===== src/rtl/capture_ctrl.sv =====
// rtl/capture_ctrl.sv - probe sampler that packs 16 samples per word into a capture RAM
//
// Ports:
//   clk        single clock, all state changes on its rising edge
//   resetn     asynchronous active-low reset
//   probe      asynchronous signal under capture (synchronized internally)
//   arm        one-cycle start pulse, honoured only from IDLE or DONE
//   abort      one-cycle stop pulse, wins over everything else
//   trig_en    0: capture starts on arm, 1: wait in ARMED for a probe edge
//   trig_fall  edge select while ARMED: 0 rising, 1 falling
//   div        sample period minus one, latched when a capture is armed
//   wr_en      registered one-cycle write strobe per packed word
//   wr_addr    RAM word address for the current wr_en
//   wr_data    registered packed word, earliest sample in bit 0
//   busy       high in ARMED or CAPTURE
//   done       high in DONE, buffer full
module capture_ctrl #(
    parameter int ADDR_W = 8,
    parameter int DIV_W  = 8
) (
    input  logic              clk,
    input  logic              resetn,
    input  logic              probe,
    input  logic              arm,
    input  logic              abort,
    input  logic              trig_en,
    input  logic              trig_fall,
    input  logic [DIV_W-1:0]  div,
    output logic              wr_en,
    output logic [ADDR_W-1:0] wr_addr,
    output logic [15:0]       wr_data,
    output logic              busy,
    output logic              done
);

    typedef enum logic [1:0] {
        S_IDLE,
        S_ARMED,
        S_CAPTURE,
        S_DONE
    } state_t;

    state_t r_state;
    state_t w_next;

    logic              r_sync1;
    logic              r_ps;
    logic              r_ps_d;
    logic [DIV_W-1:0]  r_div;
    logic [DIV_W-1:0]  r_divcnt;
    logic [3:0]        r_bitcnt;
    logic [15:0]       r_shift;
    logic              r_wr_en;
    logic [ADDR_W-1:0] r_wr_addr;
    logic [15:0]       r_wr_data;

    logic w_start;
    logic w_edge;
    logic w_tick;
    logic w_word;
    logic w_last;

    always_comb begin
        w_start = arm && ((r_state == S_IDLE) || (r_state == S_DONE));
        w_edge  = trig_fall ? (~r_ps & r_ps_d) : (r_ps & ~r_ps_d);
        w_tick  = (r_state == S_CAPTURE) && (r_divcnt == r_div);
        w_word  = w_tick && (r_bitcnt == 4'd15);
        // The final word's strobe is on the bus this cycle; leave CAPTURE
        // now so done appears the cycle after the strobe.
        w_last  = r_wr_en && (r_wr_addr == {ADDR_W{1'b1}});
    end

    always_ff @(posedge clk or negedge resetn) begin
        if (!resetn) begin
            r_state <= S_IDLE;
        end else begin
            r_state <= w_next;
        end
    end

    always_comb begin
        w_next = r_state;
        busy   = 1'b0;
        done   = 1'b0;
        if (abort) begin
            w_next = S_IDLE;
        end else begin
            case (r_state)
                S_IDLE, S_DONE: begin
                    if (arm) begin
                        w_next = trig_en ? S_ARMED : S_CAPTURE;
                    end
                end
                S_ARMED: begin
                    if (w_edge) begin
                        w_next = S_CAPTURE;
                    end
                end
                S_CAPTURE: begin
                    if (w_last) begin
                        w_next = S_DONE;
                    end
                end
                default: w_next = S_IDLE;
            endcase
        end
        case (r_state)
            S_ARMED, S_CAPTURE: busy = 1'b1;
            S_DONE:             done = 1'b1;
            default: begin
                busy = 1'b0;
                done = 1'b0;
            end
        endcase
    end

    always_ff @(posedge clk or negedge resetn) begin
        if (!resetn) begin
            r_sync1   <= 1'b0;
            r_ps      <= 1'b0;
            r_ps_d    <= 1'b0;
            r_div     <= '0;
            r_divcnt  <= '0;
            r_bitcnt  <= '0;
            r_shift   <= '0;
            r_wr_en   <= 1'b0;
            r_wr_addr <= '0;
            r_wr_data <= '0;
        end else begin
            r_sync1 <= probe;
            r_ps    <= r_sync1;
            r_ps_d  <= r_ps;

            // An abort on the 16th tick discards that word as well.
            r_wr_en <= w_word && !abort;
            if (w_word && !abort) begin
                r_wr_data <= {r_ps, r_shift[15:1]};
            end

            if (w_start && !abort) begin
                r_div     <= div;
                r_bitcnt  <= '0;
                r_wr_addr <= '0;
                // Entering CAPTURE directly: preload so the first cycle ticks.
                r_divcnt  <= trig_en ? '0 : div;
            end else begin
                // Address advances the cycle after the strobe; naturally
                // wraps to 0 after the last word.
                if (r_wr_en) begin
                    r_wr_addr <= r_wr_addr + 1'b1;
                end
                if ((r_state == S_ARMED) && w_edge) begin
                    r_divcnt <= r_div;
                end else if (w_tick) begin
                    r_divcnt <= '0;
                    r_shift  <= {r_ps, r_shift[15:1]};
                    r_bitcnt <= r_bitcnt + 4'd1;
                end else if (r_state == S_CAPTURE) begin
                    r_divcnt <= r_divcnt + 1'b1;
                end
            end
        end
    end

    assign wr_en   = r_wr_en;
    assign wr_addr = r_wr_addr;
    assign wr_data = r_wr_data;

endmodule


===== config.mk =====
export PLATFORM = sky130hd
export DESIGN_NAME = capture_ctrl
export DESIGN_NICKNAME = d
export VERILOG_FILES = /design/src/rtl/capture_ctrl.sv
export SDC_FILE = /design/constraint.sdc
export NUM_CORES = 1
export LEC_CHECK = 0
export BUFFER_PORTS_ARGS = -buffer_cell sky130_fd_sc_hd__buf_4
export CAP_MARGIN = 20
export CORE_MARGIN = 1.5
export CORE_UTILIZATION = 30
export CTS_BUF_LIST = sky130_fd_sc_hd__clkbuf_8
export CTS_CLUSTER_SIZE = 20
export DETAILED_ROUTE_END_ITERATION = 16
export HOLD_SLACK_MARGIN = 0.02
export PLACE_DENSITY_LB_ADDON = 0.05
export SYNTH_ARGS = -nofsm -noshare
export SYNTH_HDL_FRONTEND = slang
export SYNTH_SLANG_ARGS = --single-unit

===== constraint.sdc =====
create_clock -name clk -period 3.25 [get_ports clk]
set_input_delay 0.65 -clock clk [delete_from_list [all_inputs] [get_ports clk]]
set_output_delay 0.65 -clock clk [all_outputs]
set_load 0.05 [all_outputs]

[Yosys cells after proc, flatten, opt, wreduce, memory -nomap -nowiden]
Cells that the tools add are included.
Storage, ports and cells
  memories: 0
  bits in registers: 66
  bits in read-only memories: 0
  latch bits: 0
  logic and storage cells: 67
  RAM bits: 0
Operators by class
  reduce and logical (&&, ||, !) cells: 18
  mux-type cells: 19
  divide/modulo/power cells: 0
  multipliers: 0
  shift-type cells: 0
  equality and inequality tests: 10
  add/sub/neg operators: 3
  bitwise operators: 6
  $lt $le $gt $ge: 0
Operators by type and width (count)
  8-bit 2-to-1 mux: 7
  8-bit by 1-bit adder with 8-bit output, second input constant: 2
  4-bit 2-to-1 mux: 3
  2-bit 2-to-1 mux: 5
  3-bit != test, second input constant: 3
  8-bit == test: 1
  8-bit == test, second input constant: 1
  1-bit logical AND: 7
  2-bit case mux with 3 select lines: 1
  3-bit AND reduction: 2
  4-bit by 1-bit adder with 4-bit output, second input constant: 1
  2-bit == test, second input constant: 2
  4-bit == test, second input constant: 1
  1-bit NOT: 4
  2-bit nonzero test: 2
  4-bit nonzero test: 1
  2-bit OR reduction: 2
  1-bit 2-to-1 mux: 3
  1-bit bitwise AND: 2
  2-bit by 1-bit == test with 1-bit output, second input constant: 1
  2-bit logical NOT: 1
  2-bit != test, second input constant: 1
  2-bit AND reduction: 1
  1-bit logical NOT: 1
  1-bit logical OR: 1

[Longest topological paths before layout]
  word-level depth: 6
  gate-level depth with buffers: 9
  depth with buffers taken out: 7

[Worst setup path before layout]
OpenSTA, ideal clock, no wires.
  path type: flip-flop to flip-flop
  from: reg r_state[0]
  to: reg r_shift[10]
  slack: 734 ps
  period minus slack after synthesis: 2516 ps
  library setup time: 127 ps
  data arrival time: 2389 ps
  cell stages (with the launch flop): 9
  cells stage by stage: dfrtp_1 > inv_1 > ha_1 > and3b_1 > buf_2 > nor3_2 > nor4b_4 > buf_6 > mux2_1
Between the ends
  longest elaborated chain between the ends: 6
  elaborated cells between the ends (all ways): 12
Ends and longest elaborated chain
  start, declared: RTL line 43  | state_t r_state;
  start signal, assigned: RTL line 77  | r_state <= w_next;
  2-bit == test / 2-bit logical NOT (equally long branches): RTL line 64  | w_start = arm && ((r_state == S_IDLE) || (r_state == S_DONE));
  1-bit logical OR: RTL line 64
  1-bit logical AND: RTL line 64
  1-bit logical AND: RTL line 140  | if (w_start && !abort) begin
  1-bit NOT (no line)
  3-bit AND reduction (no line) (*)
  end signal, assigned: RTL line 156  | r_shift <= {r_ps, r_shift[15:1]};
  end, declared: RTL line 52  | logic [15:0] r_shift;
Mark *: on every way between the ends. The rest lies on a longest branch, timed or not.
A chain may end at the register's enable or synchronous reset.

[Worst setup path after layout]
  from: reg r_state[1]
  to: reg r_divcnt[5]
Between the ends
  longest elaborated chain between the ends: 5
  elaborated cells between the ends (all ways): 13
Ends and longest elaborated chain
  2-bit == test, or another cell as far along: RTL line 66, 158
  1-bit logical AND / 1-bit logical OR (equally long branches): RTL line 66, 64
  8-bit 2-to-1 mux / 1-bit logical AND (equally long branches): RTL line 154, 64
  8-bit 2-to-1 mux / 1-bit logical AND (equally long branches): RTL line 152, 140
  8-bit 2-to-1 mux / 4-bit nonzero test (equally long branches)
  end signal, assigned: RTL line 145  | r_divcnt <= trig_en ? '0 : div;
  end signal, assigned: RTL line 153  | r_divcnt <= r_div;
  end signal, assigned: RTL line 159  | r_divcnt <= r_divcnt + 1'b1;
  end, declared: RTL line 50  | logic [DIV_W-1:0] r_divcnt;
Several ways; a longest one is shown, not always the timed one.

==> results_dict.tcl <==
set metrics [dict create \
    path_cells "inv_1, ha_1, nor4bb_1, or2_1, a211oi_1, a2111oi_0, nor3_1" \
    synth_top_cell_area_share_pct 52.3 \
    synth_warnings 0 \
    drt_iter0_drc 71 \
    synth_nets 300 \
    tns_ps 0 \
    antenna_found_initial 0 \
    max_freq_mhz 368 \
    stdcell_count 459 \
    dp.cells 443 \
    outcome "complete, no violations" \
    tightest_slew_ps 1010 \
    numCtsBuffers 9 \
    netlist_area_sq_um 3110 \
    hold_class "reg -> reg" \
    power.total_mw 2.59 \
    holdPathStages 0 \
    ant_nets 0 \
    drt_first_pass_iters 4 \
    via_per_inst 4.76 \
    synth_cells 279 \
    slowest_delay_ps 750 \
    powerDensity_nw_per_um2 691 \
    post-cts-setup-buffers 0 \
    cts_resized 0 \
    timing.final.ws_setup_ps 536 \
    clockRootBuffer "clkbuf_8" \
    antenna-diode-count 0 \
    die_w_um 105 \
    ys.flop_type "dfrtp_1" \
    cts_sinks 65 \
    overflow 0 \
    synth_edf_count 0 \
    grt_pass1_wl_um 11600 \
    h-tree-depth 3 \
    max-slew-margin-rel_pct 32.3 \
    synth_area_leaders "dfrtp_1, mux2_2, mux2_1, nand2_1, xnor2_1" \
    clk_latency_ps 340 \
    grt_usage_pct 13.4 \
    fin_nets 342 \
    coreArea_sq_um 9910 \
    die_h_um 105 \
    path_buf_inv 1 \
    holdPathEnd "r_ps$_DFF_PN0_" \
    area_growth_syn_to_layout_pct 20.5 \
    syn_area_per_cell_sq_um 11.2 \
    route.detailed.drc 0 \
    wl_per_cell_um 15.2 \
    synth_top_area_cell "dfrtp_1" \
    leakagePower_nw 1.77 \
    rsz0062_at_grt "false" \
    drt-total-wl_um 6960 \
    grt_start_max_net_pins 66 \
    ir_drop_mv 0.226 \
    finalCritPeriodShare_pct 83.5 \
    path_clk_slew_ps 80 \
    r2r_cells 7 \
    drive_above_1_share_pct 27.3 \
    critPathCaptureType "flip-flop" \
    dp_hpwl_um 4610 \
    whs_ps 370 \
    clockBufferDepth 2 \
    r2r_end "r_divcnt[5]$_DFFE_PN0P_" \
    grt_pass1_vias 2256 \
    post-place-ws_ps 498 \
    worst_ep_arrival_time_ps 2920 \
    utilization_pct 37.8 \
    route.vias.total 2184 \
    holdCritStartpoint "r_sync1$_DFF_PN0_" \
    port_buffers 41 \
    ys_ff_latch 65 \
    critPathTopFamily "simple AND/OR/NAND/NOR gates" \
    crit_type "reg -> reg" \
    row_count 36 \
    setup-violations-final 0 \
    period_needed_ps 2710 \
    slew_violations 0 \
    r2r-start "r_state[1]$_DFFE_PN0P_" \
    finalHoldViolCount 0 \
    r2r_slack_ps 540 \
    worst-path-max-fanout 9 \
    placed_area_sq_um 3550 \
    initial_core_util_pct 31.4 \
    ys_seq_area_share_pct 52.3 \
    gp_congestion 0.728 \
    max_cap_violations 0 \
    die-area_sq_um 11000 \
    filler_cell_count 984 \
    ys_async_sr_fraction_pct 100 \
    crit_slowest_cell "nor4bb_1" \
    cts_tree "done" \
    design_area_sq_um 3750 \
    synth_cell_types 47 \
    start_kind "flip-flop" \
    ctsHoldBuffers 0 \
    critPathRequiredTime_ps 3460 \
    io_pins 42 \
    skew_ps 11.8 \
]
-- report_power, final --
group	leakage, nW	total [mW]	switching, mW	internal, mW
combinational	0.802	0.835	0.509	0.326
sequential	0.864	1.06	0.132	0.924
clock	0.100	0.701	0.340	0.361
total	1.77	2.59	0.981	1.61
-- cell type report --
| class | instances | area, sq um | share of cell area, % |
|---|---|---|---|
| clock buffers | 9 | 124 | 3.30 |
| clock inverters | 7 | 77.6 | 2.07 |
| inverters | 9 | 33.8 | 0.901 |
| multi-input cells | 192 | 1390 | 37.1 |
| flip-flops and latches | 65 | 1630 | 43.4 |
| well taps | 133 | 166 | 4.44 |
| repair buffers | 44 | 330 | 8.81 |
-- worst max path at each step --
| stage | slack (ps) | to | from | cells after the start |
|---|---|---|---|---|
| 2_1_floorplan | 730 | r_shift[10]$_DFFE_PN0P_ | r_state[0]$_DFFE_PN0P_ | 8 |
| 3_3_place_gp | 520 | r_divcnt[5]$_DFFE_PN0P_ | trig_fall | 6 |
| 3_5_place_dp | 500 | r_divcnt[5]$_DFFE_PN0P_ | trig_fall | 6 |
| 4_1_cts | 550 | r_divcnt[5]$_DFFE_PN0P_ | r_state[1]$_DFFE_PN0P_ | 7 |
| 5_1_grt | 300 | r_divcnt[5]$_DFFE_PN0P_ | r_state[1]$_DFFE_PN0P_ | 7 |
| 6_report | 540 | r_divcnt[5]$_DFFE_PN0P_ | r_state[1]$_DFFE_PN0P_ | 7 |
-- worst reg2reg max path, stage by stage (launching register included) --
cell       delay [ps]
dfrtp_1           410
inv_1              90
ha_1              200
nor4bb_1          760
or2_1             450
a211oi_1          160
a2111oi_0         440
nor3_1             80
-- cells by family (layout without fill, tap and decap cells) --
| kind of cell | count (synthesis) | count (layout) | synth area share (%) |
|---|---|---|---|
| buffers and inverters | 22 | 69 | 3.34 |
| and+or+nand+nor | 102 | 102 | 17.9 |
| adders and majority gates | 6 | 6 | 2.41 |
| DFF | 65 | 65 | 52.3 |
| muxes | 34 | 34 | 12.2 |
| AOI/OAI and AO/OA | 35 | 35 | 7.64 |
| xor gates and xnor gates | 15 | 15 | 4.22 |
-- layer usage --
metal	share of wire [%]	track usage, %
met5	0	0
met3	6.1	4.87
met2	42	19.8
met1	50	18.2
met4	1.1	4.01
-- flip-flops by register name, indices dropped and copies added, names as in the netlist, 2 cells and up --
register  cells
r_shift      15
wr_addr       8
r_div         8
wr_data      16
r_divcnt      8
r_bitcnt      4
r_state       2
-- placed cells by master, fill, tap and decap left out, types with 2 or more instances in the layout --
cell	count
a31oi_1	3
ha_1	6
o21ai_0	8
xor2_1	4
o221ai_1	2
mux2_1	10
mux2_2	21
clkbuf_8	9
mux2i_1	3
a211oi_1	5
inv_6	2
nand4_1	6
o21ba_2	2
xnor2_1	11
clkinv_4	2
inv_1	9
nand3b_1	3
nor4_1	3
nor3b_1	6
and4_1	2
or3_1	3
nor3_1	7
nand3_1	8
nor2_1	21
or4_1	2
and3_1	2
buf_4	44
dfrtp_1	65
a311oi_1	2
nand2_1	29
a21oi_1	6
o31ai_1	2
-- cells in the mapped netlist, types with 4 or more instances --
library cell / number
xor2_1: 4
nor3_1: 7
nand2_1: 29
clkbuf_1: 8
xnor2_1: 11
nor2_1: 21
mux2_2: 21
a21oi_1: 6
inv_1: 9
nand3_1: 8
mux2_1: 10
ha_1: 6
o21ai_0: 8
dfrtp_1: 65
nor3b_1: 6
nand4_1: 6
a211oi_1: 5
Power figures use the tool's default switching activity.
